## src/rtl/mem_lsu.sv

```systemverilog
// Memory-stage load/store unit: issues single-beat bus requests,
// aligns/extends load data and strobes one result per instruction.
module mem_lsu (
   input  logic        clk,
   input  logic        rst,
   input  logic        lsu_valid_i,
   output logic        lsu_ready_o,
   input  logic        lsu_load_i,
   input  logic        lsu_store_i,
   input  logic [1:0]  lsu_size_i,
   input  logic        lsu_unsigned_i,
   input  logic [63:0] lsu_addr_i,
   input  logic [63:0] lsu_wdata_i,
   input  logic [4:0]  lsu_rd_index_i,
   input  logic        lsu_rd_en_i,
   output logic        mem_req_o,
   output logic        mem_we_o,
   output logic [63:0] mem_addr_o,
   output logic [63:0] mem_wdata_o,
   output logic [7:0]  mem_wstrb_o,
   input  logic        mem_ack_i,
   input  logic [63:0] mem_rdata_i,
   output logic        lsu_inst_valid_o,
   output logic [4:0]  lsu_rd_index_o,
   output logic        lsu_rd_en_o,
   output logic [63:0] lsu_rd_data_o,
   output logic        lsu_misalign_o
);

   typedef enum logic {IDLE, REQ} state_t;

   state_t      state;
   logic        is_mem;
   logic        misalign;
   logic [2:0]  align_mask;
   logic [7:0]  strb_base;
   logic [5:0]  wsh;
   logic [63:0] ld_shift;
   logic [63:0] ld_data;

   logic        load_q;
   logic        uns_q;
   logic        rd_en_q;
   logic [1:0]  size_q;
   logic [2:0]  off_q;
   logic [4:0]  rd_index_q;

   assign is_mem      = lsu_load_i | lsu_store_i;
   assign lsu_ready_o = (state == IDLE);
   assign mem_req_o   = (state == REQ);

   always_comb begin
      align_mask = 3'b000;
      strb_base  = 8'h01;
      unique case (lsu_size_i)
         2'd0: begin align_mask = 3'b000; strb_base = 8'h01; end
         2'd1: begin align_mask = 3'b001; strb_base = 8'h03; end
         2'd2: begin align_mask = 3'b011; strb_base = 8'h0F; end
         2'd3: begin align_mask = 3'b111; strb_base = 8'hFF; end
      endcase
   end

   assign misalign = |(lsu_addr_i[2:0] & align_mask);
   assign wsh      = {lsu_addr_i[2:0], 3'b000};
   assign ld_shift = mem_rdata_i >> {off_q, 3'b000};

   always_comb begin
      ld_data = ld_shift;
      unique case (size_q)
         2'd0: ld_data = uns_q ? {56'b0, ld_shift[7:0]}
                               : {{56{ld_shift[7]}}, ld_shift[7:0]};
         2'd1: ld_data = uns_q ? {48'b0, ld_shift[15:0]}
                               : {{48{ld_shift[15]}}, ld_shift[15:0]};
         2'd2: ld_data = uns_q ? {32'b0, ld_shift[31:0]}
                               : {{32{ld_shift[31]}}, ld_shift[31:0]};
         2'd3: ld_data = ld_shift;
      endcase
   end

   always_ff @(posedge clk or negedge rst) begin
      if (!rst) begin
         state            <= IDLE;
         load_q           <= 1'b0;
         uns_q            <= 1'b0;
         rd_en_q          <= 1'b0;
         size_q           <= 2'd0;
         off_q            <= 3'd0;
         rd_index_q       <= 5'd0;
         mem_we_o         <= 1'b0;
         mem_addr_o       <= 64'd0;
         mem_wdata_o      <= 64'd0;
         mem_wstrb_o      <= 8'd0;
         lsu_inst_valid_o <= 1'b0;
         lsu_rd_index_o   <= 5'd0;
         lsu_rd_en_o      <= 1'b0;
         lsu_rd_data_o    <= 64'd0;
         lsu_misalign_o   <= 1'b0;
      end else begin
         lsu_inst_valid_o <= 1'b0;
         unique case (state)
            IDLE: begin
               if (lsu_valid_i) begin
                  if (!is_mem) begin
                     lsu_inst_valid_o <= 1'b1;
                     lsu_rd_index_o   <= lsu_rd_index_i;
                     lsu_rd_en_o      <= lsu_rd_en_i;
                     lsu_rd_data_o    <= lsu_addr_i;
                     lsu_misalign_o   <= 1'b0;
                  end else if (misalign) begin
                     lsu_inst_valid_o <= 1'b1;
                     lsu_rd_index_o   <= lsu_rd_index_i;
                     lsu_rd_en_o      <= 1'b0;
                     lsu_rd_data_o    <= 64'd0;
                     lsu_misalign_o   <= 1'b1;
                  end else begin
                     // load wins when both op flags are set
                     state       <= REQ;
                     load_q      <= lsu_load_i;
                     uns_q       <= lsu_unsigned_i;
                     size_q      <= lsu_size_i;
                     off_q       <= lsu_addr_i[2:0];
                     rd_en_q     <= lsu_rd_en_i;
                     rd_index_q  <= lsu_rd_index_i;
                     mem_addr_o  <= {lsu_addr_i[63:3], 3'b000};
                     mem_we_o    <= ~lsu_load_i;
                     mem_wdata_o <= lsu_load_i ? 64'd0
                                               : lsu_wdata_i << wsh;
                     mem_wstrb_o <= lsu_load_i ? 8'd0
                                               : strb_base << lsu_addr_i[2:0];
                  end
               end
            end
            REQ: begin
               if (mem_ack_i) begin
                  state            <= IDLE;
                  lsu_inst_valid_o <= 1'b1;
                  lsu_rd_index_o   <= rd_index_q;
                  lsu_misalign_o   <= 1'b0;
                  if (load_q) begin
                     lsu_rd_en_o   <= rd_en_q;
                     lsu_rd_data_o <= ld_data;
                  end else begin
                     lsu_rd_en_o   <= 1'b0;
                     lsu_rd_data_o <= 64'd0;
                  end
               end
            end
         endcase
      end
   end

endmodule

```

## config.mk

```make
export PLATFORM = sky130hd
export DESIGN_NAME = mem_lsu
export DESIGN_NICKNAME = d
export VERILOG_FILES = /design/src/rtl/mem_lsu.sv
export SDC_FILE = /design/constraint.sdc
export NUM_CORES = 1
export LEC_CHECK = 0
export BUFFER_PORTS_ARGS = -buffer_cell sky130_fd_sc_hd__buf_2
export CAP_MARGIN = 10
export CORE_MARGIN = 3
export CORE_UTILIZATION = 45
export CTS_CLUSTER_DIAMETER = 200
export DETAILED_ROUTE_END_ITERATION = 8
export PLACE_DENSITY = 0.73
export SYNTH_ARGS = -nofsm -noshare
export SYNTH_HDL_FRONTEND = slang
export SYNTH_SLANG_ARGS = --single-unit
```

## constraint.sdc

```tcl
create_clock -name clk -period 2.55 [get_ports clk]
set_clock_uncertainty 0.1 [all_clocks]
set_input_delay 0.255 -clock clk [delete_from_list [all_inputs] [get_ports clk]]
set_output_delay 0.255 -clock clk [all_outputs]
set_load 0.1 [all_outputs]
```

# Word-level counts from Yosys, hierarchy flattened
# Cells that the tools add are included.
# Widths: inputs -> output; s select.
# word_totals
output_inout_bits	211
ff_bits	220
elab_cells	78
inputBits	207
# op_classes
n_reduce_logical	5
bitwise	5
n_mux	40
shifts	3
n_eq_ne	9
# op_table
op	n
$mux 64	9
$pmux 64 s4	1
$pmux 64 s2	1
$shl 64x6->64	1
$shr 64x6->64	1
$pmux 8 s4	1
$mux 5	4
$mux 1	17
$pmux 3 s4	1
$pmux 5 s2	1
$eq 2x2->1 const B	4
$mux 8	1
$pmux 1 s2	4
$shl 8x3->8	1
$eq 2x1->1 const B	2
$logic_not 2->1	2
$ne 2x2->1 const B	2
$reduce_and 4->1	1
$and 3x3->3	1
$ne 3x2->1 const B	1
$not 1->1	3
$reduce_and 3->1	1
$reduce_or 3->1	1
$or 1x1->1	1

# Longest topological paths before layout
# Gate-level depths: netlist of run 1.
# logic_depth
ltp_word	8
depth_mapped	8
mapped_depth_nobuf	5

# Worst setup path before layout of run 1
# OpenSTA, ideal clock, no wires.
# synth_path
path_type	register to register
start	reg state (netlist: mem_req_o)
end	reg lsu_rd_data_o[62]
arrival_time_ns	2.624
slack_ns	-0.295
synth_period_minus_slack_ns	2.845
path_buffers	2
t_required_ns	2.329
setup_ns	0.121
stages_incl_launch_ff	8
cell_sequence	dfrtp_1 -> inv_1 -> nand2_1 -> nor2_1 -> buf_2 -> clkbuf_1 -> a21oi_1 -> o22a_1
# synth_via
elab_chain_len	3
word_cells_on_any_way	6
classes_between	eq/ne (3); mux (1); bitwise (1); reduce/logical (1)
# synth_lines
element	line_no	rtl
start: declaration	32	state_t state;
start signal: assignment	82	state <= IDLE;
start signal: assignment	117	state <= REQ;
start signal: assignment	135	state <= IDLE;
$not 1->1 (no line) *	--	
named net lsu_ready_o	7	output logic lsu_ready_o,
$ne 3x2->1 (no line) or $ne 2x2->1 (tied branches)	--	
$reduce_and 3->1 (no line)	--	
end signal: assignment	107	lsu_rd_data_o <= lsu_addr_i;
end signal: assignment	141	lsu_rd_data_o <= ld_data;
end: declaration	26	output logic [63:0] lsu_rd_data_o,
# Mark *: on every way through the listed nets, which the timed path passes. The rest lies on a longest branch.
# A chain may end at the register's enable or synchronous reset.

# Final worst setup path of run 1
# layout_path
start	reg off_q[1]
end	reg lsu_rd_data_o[30]
# layout_via
elab_chain_len	6
word_cells_on_any_way	8
classes_between	shift (1); mux (7)
# layout_lines
element	line_no	rtl
start: declaration	45	logic [2:0] off_q;
start signal: assignment	121	off_q <= lsu_addr_i[2:0];
$shr 64x6->64 *	65	assign ld_shift = mem_rdata_i >> {off_q, 3'b000};
$mux 64 (on tied branches)	74, 70, 72	
$pmux 64 s4 *	69	unique case (size_q)
$mux 64 *	139	if (load_q) begin
$mux 64 *	134	if (mem_ack_i) begin
$pmux 64 s2 *	100	unique case (state)
# Every way passes the cells marked *; elsewhere a longest branch is shown, timed or not. The select of a mux whose other input is x is not followed.

==> run summary, run 1 <==
status: complete, no violations
Comb power frac: 54.8%
CP Max Fanout: 22
Synth warnings: 0
GRT overflow: 0
clock power share: 19.5%
Synth async-reset ratio: 100%
DRT iter0 DRCs: 1112
Register Area: 0.00551 mm2
Final Wtd Congestion: 0.957
highest achievable clock rate: 418 MHz
Yosys reg bits: 220
Layout fillers: 2258
Post-synth EDFFs: 0
Max-cap violations: 0
fin. max-slew vios: 0
dpl hpwl: 33.9 mm
Syn-to-layout area delta: 31.9%
Initial Utilization: 46.0%
WHS: 25.1 ps
r2r endpoint: lsu_rd_data_o[30]
Core Rows: 60
first-pass GRT wire length: 69.7 mm
Post-Syn Area per Cell: 10.3 um2
Worst-Skew Late Latency: 530 ps
core area: 0.0270 mm2
Power, Total: 18.8 mW
Cell Pwr Density: 1150 mW/mm2
Unique masters post-synth: 54
Vias/cell: 5.91
I/O pin cnt: 418
Post-synth top flop: dfrtp_1
reg2reg start: off_q[1]
vias: 11899
Setup Viol. Count Final: 0
detail-routed net length per standard cell: 23.4 um
clk buf depth: 3
TNS Setup: 0 ps
post-layout min period: 2390 ps
mapped cell area: 0.0124 mm2
Power Internal: 8.61 mW
most common cell after layout, fill and taps aside: buf_2
Worst setup SP type: flip-flop
Worst-path clk slew: 70 ps
CTS-repair resized insts: 0
IO Port Bufs: 414
crit end category: flip-flop
share of post-route cells with drive strength above 1: 37.5%
Crit path required time: 2910 ps
Hold Path Class: in -> reg
number of global-route vias before repair: 11683
R2R depth: 6
initial antenna violation count: 12
most frequent cells in the layout: buf_2, dfrtp_1, nand2_1, mux2i_1, a21oi_1
post-place setup slack: 200 ps
Multi-input gate area: 0.00633 mm2
worst vdd ir: 0.783 mV
CTS tree: done
GRT Total Usage: 30.4%
sequential share of the synthesized area: 44.3%
LEAKAGE: 7.73 nW
fin nets: 1856
clock sink count: 220
RSZ-0062 raised after global routing: false
max_slew headroom: 21.0%
H-tree depth: 1
root buffer cell: clkbuf_16
final count of hold timing violations: 0
die area: 0.0297 mm2
Die Y: 172 um
slew at the pin closest to its max-slew limit: 1190 ps
Util after Layout: 60.7%
NetSw: 10.2 mW
total wire length: 47.0 mm
total CTS buffers: 25
Switching Share: 54.2%
Detail Route Antenna Nets: 0
hold depth: 4
worst hold endpoint: lsu_misalign_o
DRC: 0
fin crit share: 93.9%
post-synthesis instance total: 1210
critical path data arrival time: 2750 ps
origin of the worst min-delay path: lsu_valid_i
Die W: 172 um
setup slack, reg-to-reg: 160 ps
Final WS setup: 156 ps
sequential share of power: 25.7%
Crit Path Class: reg -> reg
first drt pass iteration count: 8
largest net degree at the start of global routing: 88
cells in the mapped netlist, types with 4 or more instances:
| library cell | n | area [um2] |
|---|---|---|
| buf_1 | 5 | 18.8 |
| o22ai_1 | 15 | 93.8 |
| buf_2 | 33 | 165 |
| a31oi_1 | 45 | 282 |
| a211oi_1 | 19 | 143 |
| dfrtp_1 | 220 | 5510 |
| o31ai_1 | 29 | 218 |
| nor2_1 | 42 | 158 |
| o2bb2ai_1 | 7 | 61.3 |
| nand2_1 | 178 | 668 |
| o21ai_0 | 43 | 215 |
| a31o_1 | 6 | 52.6 |
| buf_4 | 12 | 90.1 |
| mux4_2 | 17 | 383 |
| a22o_1 | 24 | 210 |
| a21o_1 | 4 | 30.0 |
| buf_6 | 15 | 169 |
| nand2b_1 | 6 | 37.5 |
| a2bb2oi_1 | 4 | 35.0 |
| a21oi_1 | 104 | 521 |
| o211ai_1 | 6 | 45.0 |
| nand3_1 | 4 | 20.0 |
| mux2i_1 | 112 | 1120 |
| a221o_1 | 4 | 40.0 |
| nor2b_1 | 16 | 100 |
| clkbuf_1 | 55 | 206 |
| o22a_1 | 56 | 490 |
| mux2_2 | 92 | 1040 |
logic make-up after synthesis:
logic type | count (synthesis) | share of synthesized area [%]
compound gates | 380 | 20.7
buf+inv | 123 | 5.31
flops | 220 | 44.3
mux | 221 | 20.4
other cells | 1 | 0.0302
simple gates | 265 | 9.23
per-layer routing:
layer  GRT usage [%]  wire length, um  vias to the layer above
met5               0               45                        -
met4            10.9             1760                        8
met3            7.34             3940                      119
met2            52.4            23200                      619
met1            37.2            18100                     5787
li1                -                -                     5366
worst max-delay path by stage:
stage                   from                end  slack [ps]  cells after the start
6_report            off_q[1]  lsu_rd_data_o[30]         160                      6
2_1_floorplan      mem_req_o  lsu_rd_data_o[40]          90                      6
3_3_place_gp        off_q[1]  lsu_rd_data_o[30]         230                      6
4_1_cts             off_q[1]  lsu_rd_data_o[30]         190                      6
5_1_grt            mem_req_o  lsu_rd_data_o[59]          80                      5
3_5_place_dp   lsu_size_i[0]     mem_wstrb_o[7]         200                      6
state kept, by name, indices dropped and copies added, names as in the netlist, 2 cells and up:
| register | flops |
|---|---|
| lsu_rd_data_o | 64 |
| lsu_rd_index_o | 5 |
| mem_addr_o | 61 |
| mem_wdata_o | 64 |
| mem_wstrb_o | 8 |
| off_q | 3 |
| rd_index_q | 5 |
| size_q | 2 |
worst max-delay path, cell delays in order, from the launching register on:
cell	delay, ps
dfrtp_2	520
buf_12	210
and3b_1	230
nor2b_1	570
a21oi_1	220
a21oi_1	300
o22a_1	160
power groups by stage:
| stage | Clock [mW] | Combinational [mW] | Sequential, mW |
|---|---|---|---|
| final | 3.67 | 10.3 | 4.82 |
| after CTS | 3.72 | 10.3 | 4.80 |
| after global placement | 0 | 10.1 | 4.81 |
| after global routing | 3.88 | 10.7 | 4.91 |
| after detailed placement | 0 | 10.2 | 4.85 |
| after floorplan | 0 | 2.54 | 10.4 |
layout make-up:
type                            count  share of cell area, %
Tap cell                          341                   2.60
Multi-Input combinational cell    869                   38.6
Antenna cell                        8                  0.122
Clock buffer                       31                   4.07
Clock inverter                     10                  0.862
Inverter                            3                 0.0916
Timing Repair Buffer              530                   20.1
Sequential cell                   220                   33.6
stage by stage:
stage               cells  cell area, um2
global placement     1885           14800
finish               2012           16400
detailed placement   1885           14800
global route         2011           16400
CTS                  2004           16400
floorplan            1212           12400
what timing repair did:
| action | CTS | global route |
|---|---|---|
| setup buffers | 0 | 0 |
| hold endpoints to repair | 209 | 0 |
| hold buffers | 78 | 0 |
No activity file was read; power rests on OpenSTA's default activity.
==> run 2, diff against run 1 <==
- CTS_BUF_LIST: default -> sky130_fd_sc_hd__clkbuf_4 sky130_fd_sc_hd__clkbuf_8
==> run summary, run 2 (synthesis gave the netlist of run 1 again) <==
Worst-Skew Late Latency: 540 ps (was 530 ps)
share of post-route cells with drive strength above 1: 38.8% (was 37.5%)
total CTS buffers: 40 (was 25)
Top Registers: lsu_rd_data_o x64, mem_wdata_o x64, mem_addr_o x61 (unchanged)
most frequent cells in the layout: buf_2, dfrtp_1, nand2_1, mux2i_1, a21oi_1 (unchanged)
I/O pin cnt: 418 (unchanged)
Die Y: 172 um (unchanged)
H-tree depth: 2 (was 1)
root buffer cell: clkbuf_8 (was clkbuf_16)
highest achievable clock rate: 417 MHz (was 418 MHz)
Syn-to-layout area delta: 32.5% (was 31.9%)
Max-cap violations: 0 (unchanged)
clock sink count: 220 (unchanged)
post-place setup slack: 200 ps (unchanged)
Setup Viol. Count Final: 0 (unchanged)
CP Max Fanout: 22 (unchanged)
Cell Pwr Density: 1140 mW/mm2 (was 1150 mW/mm2)
Vias/cell: 5.81 (was 5.91)
DRC: 0 (unchanged)
RSZ-0062 raised after global routing: false (unchanged)
GRT overflow: 0 (unchanged)
Worst-path clk slew: 60 ps (was 70 ps)
die area: 0.0297 mm2 (unchanged)
DRT iter0 DRCs: 961 (was 1112)
number of global-route vias before repair: 11749 (was 11683)
clk buf depth: 3 (unchanged)
DP Area: 0.0148 mm2 (unchanged)
status: complete, no violations (unchanged)
Detail Route Antenna Nets: 0 (unchanged)
WHS: 37.0 ps (was 25.1 ps)
total wire length: 46.4 mm (was 47.0 mm)
post-layout min period: 2400 ps (was 2390 ps)
Final Cell Area: 0.0165 mm2 (was 0.0164 mm2)
Crit Path Class: reg -> reg (unchanged)
GRT Total Usage: 30.0% (was 30.4%)
LEAKAGE: 7.80 nW (was 7.73 nW)
dpl hpwl: 33.9 mm (unchanged)
# Post-CTS Setup Buffers: 0 (unchanged)
fin nets: 1871 (was 1856)
Worst setup SP type: flip-flop (unchanged)
worst vdd ir: 0.725 mV (was 0.783 mV)
Die W: 172 um (unchanged)
IO Port Bufs: 414 (unchanged)
crit end category: flip-flop (unchanged)
Util after Layout: 61.0% (was 60.7%)
TNS Setup: 0 ps (unchanged)
initial antenna violation count: 11 (was 12)
fin crit share: 93.9% (about the same)
Core Rows: 60 (unchanged)
critical path data arrival time: 2750 ps (about the same)
first drt pass iteration count: 7 (was 8)
largest net degree at the start of global routing: 88 (unchanged)
vias: 11839 (was 11899)
final count of hold timing violations: 0 (unchanged)
Initial Utilization: 46.0% (unchanged)
detail-routed net length per standard cell: 22.8 um (was 23.4 um)
Final Wtd Congestion: 0.957 (unchanged)
fin. max-slew vios: 0 (unchanged)
most common cell after layout, fill and taps aside: buf_2 (unchanged)
core area: 0.0270 mm2 (unchanged)
slew at the pin closest to its max-slew limit: 1180 ps (was 1190 ps)
first-pass GRT wire length: 68.9 mm (was 69.7 mm)
Final WS setup: 155 ps (was 156 ps)
Crit path required time: 2910 ps (about the same)
Hold Path Class: in -> reg (unchanged)
max_slew headroom: 21.5% (was 21.0%)
CTS tree: done (unchanged)
==> run 2: changes by cell type in the layout (fill, tap and decap cells not counted), sizes merged <==
| cell | delta |
|---|---|
| clkbuf | +29 |
| clkinv | +1 |
| clkinvlp | -1 |
| diode | -1 |
| inv | -1 |
==> run 2: critical path, cell delays in order (launching register included) <==
cell and delay, ps:
dfrtp_2 520, buf_12 210, and3b_1 230, nor2b_1 580, a21oi_1 220, a21oi_1 290
o22a_1 160
==> run 2: through the flow <==
stage               total power [mW]  std cells
finish                          18.8       2039
global route                    19.5       2037
CTS                             18.9       2032
detailed placement              15.0       1885
global placement                14.9       1885
floorplan                       12.9       1212
==> run 2: worst paths after layout <==
check	depth (start not counted)	slack [ps]	endpoint	startpoint
worst max-delay path	6	150	lsu_rd_data_o[30]	off_q[1]
worst min-delay path	3	40	mem_wdata_o[8]	lsu_wdata_i[8]
worst max register to register	6	150	lsu_rd_data_o[30]	off_q[1]
worst min register to register	2	370	mem_wdata_o[13]	mem_wdata_o[13]
max in group asynchronous	3	1390	mem_wdata_o[41]	rst
min in group asynchronous	2	130	mem_addr_o[12]	rst
==> run 2: metal layers <==
metal	part of all wire [%]	global-route usage (%)	wire [um]	vias up
li1	-	-	-	5402
met1	38	37.0	17900	5747
met2	49	51.3	22900	561
met3	8.3	7.43	3860	119
met4	3.7	10.8	1710	10
met5	0.12	0	57	-
==> run 2: timing repair <==
item	in CTS	in global routing
hold buffers	78	0
resized for setup	0	0
setup endpoints to repair	0	0
hold endpoints to repair	209	0
==> run 2: final cells by class <==
cell class              instances  area (um2)
multi-input cells             869        6330
fillers                      2261       10600
well taps                     341         427
repair buffers                530        3290
clock inverters                 9         123
flip-flops and latches        220        5510
clock buffers                  60         763
diodes                          7        17.5
inverters                       3        15.0
==> run 2: report_power, final <==
group / internal (mW) / leakage [nW] / switching [mW]
Combinational: 2.14 / 4.61 / 8.15
Clock: 2.21 / 0.468 / 1.51
Sequential: 4.32 / 2.73 / 0.499
Total: 8.67 / 7.80 / 10.2
